--- src/rtl/mips_ctrl_pkg.sv ---
// Shared encodings for the multicycle MIPS controller: state codes,
// opcode/funct values, ALU selects and the decode dispatch helper.
package mips_ctrl_pkg;

    typedef enum logic [3:0] {
        S_RESET  = 4'd0,
        S_FETCH  = 4'd1,
        S_MEMW   = 4'd2,
        S_DECODE = 4'd3,
        S_R_EXEC = 4'd4,
        S_R_WB   = 4'd5,
        S_BRANCH = 4'd6,
        S_ADDR   = 4'd7,
        S_LW_RD  = 4'd8,
        S_LW_WB  = 4'd9,
        S_SW_WR  = 4'd10,
        S_LUI_WB = 4'd11,
        S_JUMP   = 4'd12,
        S_EXCEPT = 4'd13,
        S_HALT   = 4'd14
    } state_t;

    localparam logic [5:0] OP_RTYPE = 6'h00;
    localparam logic [5:0] OP_J     = 6'h02;
    localparam logic [5:0] OP_BEQ   = 6'h04;
    localparam logic [5:0] OP_BNE   = 6'h05;
    localparam logic [5:0] OP_LUI   = 6'h0f;
    localparam logic [5:0] OP_LW    = 6'h23;
    localparam logic [5:0] OP_SW    = 6'h2b;

    localparam logic [5:0] FN_NOP   = 6'h00;
    localparam logic [5:0] FN_BREAK = 6'h0d;
    localparam logic [5:0] FN_ADD   = 6'h20;
    localparam logic [5:0] FN_SUB   = 6'h22;
    localparam logic [5:0] FN_AND   = 6'h24;
    localparam logic [5:0] FN_XOR   = 6'h26;

    localparam logic [2:0] ALU_PASS = 3'b000;
    localparam logic [2:0] ALU_ADD  = 3'b001;
    localparam logic [2:0] ALU_SUB  = 3'b010;
    localparam logic [2:0] ALU_AND  = 3'b011;
    localparam logic [2:0] ALU_XOR  = 3'b110;

    function automatic logic [2:0] funct_alu(input logic [5:0] funct);
        logic [2:0] sel;
        case (funct)
            FN_ADD:  sel = ALU_ADD;
            FN_SUB:  sel = ALU_SUB;
            FN_AND:  sel = ALU_AND;
            FN_XOR:  sel = ALU_XOR;
            default: sel = ALU_PASS;
        endcase
        return sel;
    endfunction

    function automatic logic is_addsub(input logic [5:0] funct);
        return (funct == FN_ADD) || (funct == FN_SUB);
    endfunction

    function automatic state_t dispatch(input logic [5:0] op,
                                        input logic [5:0] funct);
        state_t s;
        s = S_EXCEPT;
        if (op == OP_RTYPE) begin
            case (funct)
                FN_ADD, FN_SUB, FN_AND, FN_XOR: s = S_R_EXEC;
                FN_NOP:   s = S_FETCH;
                FN_BREAK: s = S_HALT;
                default:  s = S_EXCEPT;
            endcase
        end else begin
            case (op)
                OP_BEQ, OP_BNE: s = S_BRANCH;
                OP_LW, OP_SW:   s = S_ADDR;
                OP_LUI:         s = S_LUI_WB;
                OP_J:           s = S_JUMP;
                default:        s = S_EXCEPT;
            endcase
        end
        return s;
    endfunction

endpackage

--- src/rtl/mem_wait_counter.sv ---
// 4-bit down counter timing memory accesses; load wins over decrement
// and the count parks at zero.
module mem_wait_counter (
    input  logic       Clk,
    input  logic       Reset_signal,
    input  logic       load,
    input  logic [3:0] load_val,
    input  logic       dec,
    output logic [3:0] count,
    output logic       zero
);

    assign zero = (count == 4'd0);

    always_ff @(posedge Clk) begin
        if (Reset_signal) begin
            count <= 4'd0;
        end else if (load) begin
            count <= load_val;
        end else if (dec && !zero) begin
            count <= count - 4'd1;
        end
    end

endmodule

--- src/rtl/mips_multicycle_ctrl.sv ---
// Moore control FSM for a multicycle MIPS datapath with memory wait
// states, overflow/illegal-opcode exceptions and a BREAK halt.
module mips_multicycle_ctrl
    import mips_ctrl_pkg::*;
#(
    parameter int MEM_WAIT = 2,
    parameter int STATE_W  = 8
) (
    input  logic               Clk,
    input  logic               Reset_signal,
    input  logic [5:0]         Op,
    input  logic [5:0]         Funct,
    input  logic               ALU_zero,
    input  logic               ALU_overflow,
    output logic [STATE_W-1:0] StateOut,
    output logic               PC_load,
    output logic               PCWrite,
    output logic               PCWriteCond,
    output logic               BranchNe,
    output logic               wr,
    output logic               IorD,
    output logic               IRWrite,
    output logic               RegWrite,
    output logic               RegDst,
    output logic               ALUSrcA,
    output logic               A_load,
    output logic               B_load,
    output logic               MDR_load,
    output logic               ALUOut_load,
    output logic               EPCWrite,
    output logic               RegReset,
    output logic [1:0]         MemtoReg,
    output logic [1:0]         PCSource,
    output logic [1:0]         ALUSrcB,
    output logic [2:0]         ALU_sel,
    output logic               Halted
);

    localparam logic [3:0] WAIT_INIT = 4'(MEM_WAIT - 1);

    state_t     state;
    state_t     next_state;
    logic [5:0] op_q;
    logic [5:0] funct_q;
    logic [3:0] wait_cnt;
    logic       wait_zero;
    logic       wait_load;
    logic       wait_dec;

    always_ff @(posedge Clk) begin
        if (Reset_signal) begin
            state <= S_RESET;
        end else begin
            state <= next_state;
        end
    end

    // Later states must see the instruction fields captured at decode.
    always_ff @(posedge Clk) begin
        if (Reset_signal) begin
            op_q    <= 6'd0;
            funct_q <= 6'd0;
        end else if (state == S_DECODE) begin
            op_q    <= Op;
            funct_q <= Funct;
        end
    end

    assign wait_dec  = (state == S_MEMW) || (state == S_LW_RD) ||
                       (state == S_SW_WR);
    assign wait_load = (next_state != state) &&
                       ((next_state == S_MEMW) || (next_state == S_LW_RD) ||
                        (next_state == S_SW_WR));

    mem_wait_counter u_wait (
        .Clk          (Clk),
        .Reset_signal (Reset_signal),
        .load         (wait_load),
        .load_val     (WAIT_INIT),
        .dec          (wait_dec),
        .count        (wait_cnt),
        .zero         (wait_zero)
    );

    always_comb begin
        next_state = state;
        unique case (state)
            S_RESET:  next_state = S_FETCH;
            S_FETCH:  next_state = S_MEMW;
            S_MEMW:   if (wait_zero) next_state = S_DECODE;
            S_DECODE: next_state = dispatch(Op, Funct);
            S_R_EXEC: next_state = (ALU_overflow && is_addsub(funct_q)) ?
                                   S_EXCEPT : S_R_WB;
            S_R_WB:   next_state = S_FETCH;
            S_BRANCH: next_state = S_FETCH;
            S_ADDR:   next_state = (op_q == OP_LW) ? S_LW_RD : S_SW_WR;
            S_LW_RD:  if (wait_zero) next_state = S_LW_WB;
            S_LW_WB:  next_state = S_FETCH;
            S_SW_WR:  if (wait_zero) next_state = S_FETCH;
            S_LUI_WB: next_state = S_FETCH;
            S_JUMP:   next_state = S_FETCH;
            S_EXCEPT: next_state = S_FETCH;
            S_HALT:   next_state = S_HALT;
            default:  next_state = S_RESET;
        endcase
    end

    always_comb begin
        PCWrite     = 1'b0;
        PCWriteCond = 1'b0;
        BranchNe    = 1'b0;
        wr          = 1'b0;
        IorD        = 1'b0;
        IRWrite     = 1'b0;
        RegWrite    = 1'b0;
        RegDst      = 1'b0;
        ALUSrcA     = 1'b0;
        A_load      = 1'b0;
        B_load      = 1'b0;
        MDR_load    = 1'b0;
        ALUOut_load = 1'b0;
        EPCWrite    = 1'b0;
        RegReset    = 1'b0;
        MemtoReg    = 2'b00;
        PCSource    = 2'b00;
        ALUSrcB     = 2'b00;
        ALU_sel     = ALU_PASS;
        unique case (state)
            S_RESET: RegReset = 1'b1;
            S_FETCH: begin
                MDR_load = 1'b1;
                IRWrite  = 1'b1;
            end
            S_MEMW: begin
                MDR_load = 1'b1;
                IRWrite  = 1'b1;
                // PC+4 only once the fetch has completed
                if (wait_zero) begin
                    ALUSrcB = 2'b01;
                    ALU_sel = ALU_ADD;
                    PCWrite = 1'b1;
                end
            end
            S_DECODE: begin
                A_load      = 1'b1;
                B_load      = 1'b1;
                ALUOut_load = 1'b1;
                ALUSrcB     = 2'b11;
                ALU_sel     = ALU_ADD;
            end
            S_R_EXEC: begin
                ALUSrcA     = 1'b1;
                ALU_sel     = funct_alu(funct_q);
                ALUOut_load = 1'b1;
            end
            S_R_WB: begin
                RegWrite = 1'b1;
                RegDst   = 1'b1;
            end
            S_BRANCH: begin
                ALUSrcA     = 1'b1;
                ALU_sel     = ALU_SUB;
                PCSource    = 2'b01;
                PCWriteCond = 1'b1;
                BranchNe    = (op_q == OP_BNE);
            end
            S_ADDR: begin
                ALUSrcA     = 1'b1;
                ALUSrcB     = 2'b10;
                ALU_sel     = ALU_ADD;
                ALUOut_load = 1'b1;
            end
            S_LW_RD: begin
                IorD     = 1'b1;
                MDR_load = 1'b1;
            end
            S_LW_WB: begin
                RegWrite = 1'b1;
                MemtoReg = 2'b01;
            end
            S_SW_WR: begin
                IorD = 1'b1;
                wr   = 1'b1;
            end
            S_LUI_WB: begin
                RegWrite = 1'b1;
                MemtoReg = 2'b10;
            end
            S_JUMP: begin
                PCSource = 2'b10;
                PCWrite  = 1'b1;
            end
            S_EXCEPT: begin
                EPCWrite = 1'b1;
                PCSource = 2'b11;
                PCWrite  = 1'b1;
            end
            default: ;
        endcase
    end

    assign PC_load  = PCWrite | (PCWriteCond & (ALU_zero ^ BranchNe));
    assign Halted   = (state == S_HALT);
    assign StateOut = STATE_W'(state);

endmodule

--- config.mk ---
export PLATFORM = sky130hd
export DESIGN_NAME = mips_multicycle_ctrl
export DESIGN_NICKNAME = d
export VERILOG_FILES = /design/src/rtl/mips_ctrl_pkg.sv /design/src/rtl/mem_wait_counter.sv /design/src/rtl/mips_multicycle_ctrl.sv
export SDC_FILE = /design/constraint.sdc
export NUM_CORES = 1
export LEC_CHECK = 0
export CAP_MARGIN = 20
export CORE_ASPECT_RATIO = 1.25
export CORE_MARGIN = 4
export CORE_UTILIZATION = 41
export DETAILED_ROUTE_END_ITERATION = 10
export PLACE_DENSITY = 0.76
export SYNTH_ARGS = -nofsm -noshare
export SYNTH_HDL_FRONTEND = slang
export SYNTH_SLANG_ARGS = --single-unit
--- constraint.sdc ---
create_clock -name Clk -period 2.4 [get_ports Clk]
set_input_delay 0.48 -clock Clk [delete_from_list [all_inputs] [get_ports Clk]]
set_output_delay 0.48 -clock Clk [all_outputs]
set_load 0.01 [all_outputs]
==> results of run 1 <==
## through the flow
step / instances / utilization, % / power (mW) / cell area, um2 / setup slack, ps
after floorplan: 221 / - / 1.01 / 1530 / 91.6
after global placement: 326 / 62.9 / 1.47 / 2230 / -370
after detailed placement: 326 / 62.9 / 1.49 / 2230 / -403
after CTS: 338 / 67.9 / 1.90 / 2400 / -58.0
after global routing: 339 / 69.7 / 2.09 / 2470 / -73.1
final: 339 / 69.7 / 1.96 / 2470 / 0.654
## worst max-delay path by stage
stage,start,endpoint,slack (ps),cells after the start
global route,u_wait.count[1]$_SDFFE_PP0P_,u_wait.count[0]$_SDFFE_PP0P_,-70,9
global placement,Op[1],u_wait.count[0]$_SDFFE_PP0P_,-370,7
finish,u_wait.count[1]$_SDFFE_PP0P_,u_wait.count[0]$_SDFFE_PP0P_,0.7,9
CTS,u_wait.count[1]$_SDFFE_PP0P_,ALUSrcB[0],-60,6
detailed placement,Op[1],u_wait.count[0]$_SDFFE_PP0P_,-400,7
floorplan,Op[2],u_wait.count[0]$_SDFFE_PP0P_,90,7
## layout by cell type (no fill, tap or decap), drive strengths merged, types with 4 or more instances in the layout
| cell type | Yosys | final |
|---|---|---|
| buf | 10 | 50 |
| nand2 | 38 | 38 |
| clkdlybuf4s50 | 0 | 30 |
| nor2 | 29 | 29 |
| dfxtp | 20 | 20 |
| a21oi | 19 | 19 |
| o21ai | 10 | 10 |
| inv | 9 | 9 |
| dlygate4sd2 | 0 | 8 |
| nor3 | 7 | 7 |
| nand3 | 5 | 5 |
| xnor2 | 4 | 4 |
| conb | 1 | 4 |
| dlymetal6s2s | 0 | 4 |
| nor2b | 4 | 4 |
| a211oi | 4 | 4 |
| clkbuf | 8 | 4 |
## critical path: stages, from the launching register on
cell and delay (ps):
dfxtp_2 330, inv_2 60, ha_4 130, or3b_4 380, buf_6 140, a22oi_2 160
o2bb2ai_2 80, or4_1 390, a221o_1 390, a31o_1 240
## area by class of cell
cell class	instances	area [um2]	share of cell area, %
Clock buffer	3	41.3	1.67
Clock inverter	1	30.0	1.22
Inverter	9	33.8	1.37
Multi-Input combinational cell	174	1110	44.9
Sequential cell	20	404	16.4
Tap cell	39	48.8	1.98
Timing Repair Buffer	93	803	32.5
## repair_timing
action                     in CTS  in global routing
buffers inserted                8                  1
hold endpoints to repair        0                  0
gates resized for setup        31                 23
pin swaps                      11                  7
setup endpoints to repair      16                 20
## registers in the layout (all words and copies together) (netlist names)
name / flops
funct_q: 6
op_q: 6
state: 4
u_wait.count: 4
## per-layer routing
| metal | GRT usage (%) | part of all wire (%) |
|---|---|---|
| met2 | 37.5 | 54 |
| met3 | 2.80 | 3.8 |
| met5 | 0 | 0 |
| met1 | 20.3 | 40 |
| met4 | 9.27 | 2.5 |
## kinds of logic (layout without fill, tap and decap cells)
group,count (synthesis),in the layout,share of synthesized area (%)
and+or+nand+nor,106,106,34.3
AOI/OAI and AO/OA,56,56,26.0
adders and majority gates,1,1,0.824
DFF,20,20,26.4
xor gates and xnor gates,7,7,4.04
other,1,4,0.247
buffers and inverters,27,106,8.24
## report_power, final
group          switching, mW  total [mW]  leakage (nW)  internal [mW]
Sequential            0.0485       0.432         0.164          0.384
Combinational          0.597        1.19         0.840          0.591
Clock                  0.113       0.336        0.0357          0.223
Total                  0.759        1.96          1.04           1.20
==> run summary, run 1 <==
The flow ran to the end, and the final reports show no timing, DRC or antenna violations. Along the worst hold path, the cell count comes to 2. The biggest area contributor in the post-synthesis netlist is dfxtp_1. The endpoint type of the worst setup path is a flip-flop. The core area is approximately 3500 um2. The count of state elements after synthesis is 20. The post-synthesis cell count is about 220. The number of cells on the worst reg-to-reg path is 9.

The worst setup path is of the flip-flop to flip-flop kind. The vias after detailed routing came out at ~1900. The average instance area after synthesis came out at 6.96 um2. The floorplan row count came out at 24. The count of hold buffers inserted by post-cts repair came out at 0. Of all flip-flops after synthesis, the portion carrying an async set or reset was 0%. The final clock skew came out at around 6.5 ps. Max-cap violations in this run came to 0. The predominant post-synthesis flop cell is dfxtp_1.

The classification of the worst-slack hold path is flip-flop to flip-flop. Entering global routing, the biggest net connects 15 pins. The normalized max-slew margin came out at roughly three fifths.

The layout-stage area growth over the synthesis result came out at 62.7%. The worst-case hold slack is 460 ps. The slew at the pin closest to its max-slew limit came out at 573 ps.

Sorting the synthesized cells by area gives the leading types as dfxtp_1 (26%), nand2_1 (9.4%), nor2_1 (7.2%). The share of layout cells above drive strength 1 came out at approximately 28%. The initial core utilization is between 40% and 50%.

The number of library cell types mapped by synthesis came out at 56. The total clock buffers created by CTS is 3. The worst register-to-register path has a setup slack of around 0.65 ps.

The residual overflow from global routing is 0. The congestion estimate from routability-driven global placement came to between 0.8 and 0.9. The final period utilization is 100%. The final number of hold-violating endpoints came out at 0. STA classifies the critical path startpoint as a flip-flop. The worst hold path terminates at op_q[4]$_SDFFE_PP0P_.

Yosys instantiated no cell more often than nand2_1. After filler insertion, the fill cell instance count of the layout stands at a little under 300. Dividing the detail-routed via count by the number of cells gives around 5.5. In this run the clock root is driven by a clkbuf_8. Detailed placement ended at an HPWL of ~3.6 mm.

The synthesized design contains 0 enable-type register cells. 50 I/O pins were placed. The first-pass GRT wire length came out at just under 8 mm. The combined global-route utilization of all metal layers came out at between 10% and 20%. The horizontal extent of the die is 62.4 um. The net count of the finished layout is between 300 and 400. The maximum level of the CTS H-tree is 1. The launch point of the worst reg-to-reg path is u_wait.count[1]$_SDFFE_PP0P_. The minimum clock period came out at approximately 2400 ps. The initial antenna violation count was 0. The sequential-to-total area share from yosys stat came out at 26.4%. Wires add up to around 4.7 mm. The die area is between 4000 and 5000 um2.

The endpoint identified for the worst register-to-register timing path is u_wait.count[0]$_SDFFE_PP0P_. In this run the most critical hold path is launched from op_q[4]$_SDFFE_PP0P_. The clock-pin slew reported for the worst setup and hold paths after clock tree synthesis came out at 80 ps.

The highest clock rate came out at between 400 and 500 MHz. In the routed design, unresolved DRC markers number 0. The buffer levels on the longest clock path came out at 2.

The post-route setup TNS is 0 ps. In this run the biggest area consumer among cell types represents 26.4% of the synthesized area. The leakage power came out at ~1.0 nW. For the worst setup path, the data required time is between 2000 and 3000 ps. The number of global-route vias before repair came to around 1900. The DRC marker count from the first detailed-route iteration came out at a little under 90. The routed length per placed instance is about 14 um. The antenna diode instance count is 0. Setup repair after global routing could not meet its margin everywhere. The number of warnings reported in the yosys synthesis log is 0. The iteration count of the initial detailed-routing pass came out at 4. The clock net sink count came out at 20. The final count of negative-setup-slack endpoints is 0. The critical path data arrival time is 2560 ps. The clock tree from TritonCTS is built. The clock latency on the worst-skew pair came out at 260 ps. The maximum net fanout on the critical path came out at 4. Measured along the y axis, the die boundary spans approximately 76 um.

The area of the mapped netlist is about 1500 um2. The count of input and output buffers is 45. The count of nets left with antenna violations once routing finished came out at 0. The power per cell area came out at 792 nW/um2. The number of max-slew violations in the final report is 0. Ranked by instance count, the synthesized netlist is headed by nand2_1 (38), nor2_1 (29), dfxtp_1 (20), a21oi_1 (19), o21ai_0 (10). Across the VDD grid, the largest voltage drop is 416 uV.
Note: power is estimated with default switching activity, not from simulation.
==> run 2: changes to the inputs <==
--- a/config.mk
+++ b/config.mk
@@ -11,6 +11,7 @@
 export CORE_UTILIZATION = 41
 export DETAILED_ROUTE_END_ITERATION = 10
 export PLACE_DENSITY = 0.76
+export SKIP_CTS_REPAIR_TIMING = 1
 export SYNTH_ARGS = -nofsm -noshare
 export SYNTH_HDL_FRONTEND = slang
 export SYNTH_SLANG_ARGS = --single-unit
==> run 2 against run 1 <==
  * The run now ends with setup timing left
  * First-iteration DRC count fell by 20%
  * Worst hold slack barely moved
  * Critical path type is now flip-flop to primary output
  * Sequential power barely moved
  * Flip-flop and latch count did not move
  * Final area fell by 0.25%
  * Non-clock buffer count fell by 4
==> run summary, run 2 (same netlist as run 1, synthesis figures left out) <==
The final count of negative-setup-slack endpoints is 4 (was 0). The final net count came out at 314 (was 318). The DRC violation count after routing is 0 (unchanged). The buffer levels on the longest clock path came out at 2 (unchanged). The remaining antenna violation count is 0 (unchanged).

The critical path launch point type is a flip-flop (unchanged). The clock tree from TritonCTS is built (unchanged). The peak supply drop is 404 uV (was 416 uV). The final worst setup slack came out at -69.9 ps (was 0.654 ps). The most common cell after layout, fill and taps aside is buf_4 (unchanged). The endpoint of the worst-slack reg-to-reg timing path is u_wait.count[3]$_SDFFE_PP0P_ (was u_wait.count[0]$_SDFFE_PP0P_). The count of input and output buffers is 45 (unchanged).

The iteration count of the initial detailed-routing pass is 4 (unchanged). The combined global-route utilization of all metal layers came out at 18.5% (was 19.5%). The clock net sink count came out at 20 (unchanged).

The number of violations of the max-capacitance limit is 0 (unchanged). The final total power was 1.93 mW (was 1.96 mW). The cell at the root of the clock tree is clkbuf_8 (unchanged). The DRC marker count from the first detailed-route iteration is 70 (was 88). The internal reg-to-reg setup slack is -20 ps (was 0.7 ps). The cell count of the worst reg-to-reg path was 9 (unchanged). The normalized max-slew margin came to 65.5% (was 61.7%). Unrepaired setup endpoints after global routing: true (unchanged). The via density per instance was 5.52 (was 5.47). The final number of hold-violating endpoints is 0 (unchanged). The antenna diode instance count is 0 (unchanged). The minimum clock period came out at 2470 ps (was 2400 ps). The final clock skew is 5.58 ps (was 6.45 ps). The maximum level of the CTS H-tree came out at 1 (unchanged). The endpoint type of the worst setup path is a primary output (was flip-flop). The number of global-route vias before repair came out at 1776 (was 1851). The total clock buffers created by CTS came to 3 (unchanged). The critical path data arrival time came out at 1990 ps (was 2560 ps). The core area is 3540 um2 (unchanged). The worst endpoint required time came out at 1920 ps (was 2560 ps). The clock-pin slew reported for the worst setup and hold paths after clock tree synthesis came to 80 ps (about the same). Top Registers: funct_q (6), op_q (6) (unchanged).

The floorplan row count came out at 24 (unchanged). The number of inserted filler cells in the final layout came to 299 (was 292). The maximum net fanout on the critical path is 4 (unchanged).

The highest clock rate came out at 405 MHz (was 417 MHz). The routed length per placed instance is 14.1 um (was 14.0 um). The launch point of the worst reg-to-reg path is u_wait.count[1]$_SDFFE_PP0P_ (unchanged). The endpoint with the worst hold slack is op_q[4]$_SDFFE_PP0P_ (unchanged).

The post-route setup TNS is -116 ps (was 0 ps). The count of cells along the worst hold path is 2 (unchanged). The vias after detailed routing came out at 1849 (was 1855). The global routing usage on met1 was 18.8% (was 20.3%). The busiest metal layer after global routing is met2 (unchanged). The leakage power is 1.10 nW (was 1.04 nW). The startpoint of the tightest hold check path was op_q[4]$_SDFFE_PP0P_ (unchanged). Outcome: finished, violations left (was completed). The final period utilization is 103% (was 100%). The number of max-slew violations in the final report came out at 0 (unchanged). The initial core utilization came out at 42.8% (unchanged). Highest-count cells in the layout ignoring fill and taps: buf_4 (42), nand2_1 (37), clkdlybuf4s50_1 (31) (was buf_4 (46), nand2_1 (38), clkdlybuf4s50_1 (30)). The clock latency on the worst-skew pair is 260 ps (about the same). The height of the chip came out at 76.0 um (unchanged).

The number of placed I/O pins is 50 (unchanged). The horizontal extent of the die is 62.4 um (unchanged). The share of layout cells above drive strength 1 came to 25.7% (was 28.3%). The residual overflow from global routing came to 0 (unchanged).

The initial antenna violation count came out at 0 (unchanged). The total length of routed wires was 4.71 mm (was 4.75 mm). The classification of the worst-slack hold path is flip-flop to flip-flop (unchanged). The maximum number of pins on one net before global-route repair came out at 15 (unchanged). The slew at the pin closest to its max-slew limit is 516 ps (was 573 ps).

The layout-stage area growth over the synthesis result came out at 62.3% (was 62.7%). The die area came out at 4750 um2 (unchanged). The final weighted congestion of routability-driven global placement was 0.868 (unchanged). The power per cell area was 782 nW/um2 (was 792 nW/um2). The critical path start-end classification is flip-flop to primary output (was flip-flop to flip-flop). The checks that failed: setup timing.

The met3 track utilization from global routing came to 2.65% (was 2.80%). The met2 track demand over resource in global routing came out at 36.7% (was 37.5%). The first-pass GRT wire length is 7.48 mm (was 7.87 mm).

The post-detailed-placement half-perimeter wirelength is 3.60 mm (unchanged).
==> run 2: how the worst max path moves through the flow <==
stage	slack, ps	startpoint	end	cells past startpoint
floorplan	90	Op[2]	u_wait.count[0]$_SDFFE_PP0P_	7
finish	-70	u_wait.count[1]$_SDFFE_PP0P_	ALUSrcB[0]	6
global route	-150	u_wait.count[1]$_SDFFE_PP0P_	ALUSrcB[0]	6
global placement	-370	Op[1]	u_wait.count[0]$_SDFFE_PP0P_	7
CTS	-360	u_wait.count[0]$_SDFFE_PP0P_	ALUSrcB[0]	5
detailed placement	-400	Op[1]	u_wait.count[0]$_SDFFE_PP0P_	7
==> run 2: final cells by class <==
class                   count  area [um2]  share of cell area [%]
clock buffers               3        41.3                    1.68
flip-flops and latches     20         404                    16.4
clock inverters             1        30.0                    1.22
multi-input cells         174        1090                    44.2
repair buffers             89         816                    33.1
well taps                  39        48.8                    1.98
inverters                   9        33.8                    1.37
==> run 2: where the power goes <==
group          internal [mW]  leakage [nW]  total, mW  switching [mW]
Clock                  0.223        0.0357      0.338           0.116
Sequential             0.384         0.164      0.431          0.0478
Combinational          0.581         0.901       1.16           0.577
==> run 2: worst max-delay path, cell delays in order, from the launching register on <==
cell	delay [ps]
dfxtp_2	330
inv_2	60
ha_4	130
or3b_4	380
buf_4	170
a2111oi_1	430
dlymetal6s2s_1	230
==> run 2: per-layer routing <==
layer,vias up,wire (um)
li1,917,-
met1,876,1890
met2,50,2580
met3,6,172
met4,0,63
met5,-,0
==> run 2: stage by stage <==
step | instances | setup slack (ps) | util (%) | area (um2) | hold WS (ps)
after detailed placement | 326 | -403 | 62.9 | 2230 | 450
after CTS | 330 | -360 | 64.9 | 2300 | 461
after global routing | 335 | -154 | 69.5 | 2460 | 495
final | 335 | -69.9 | 69.5 | 2460 | 460
after global placement | 326 | -370 | 62.9 | 2230 | 444
after floorplan | 221 | 91.6 | - | 1530 | 432
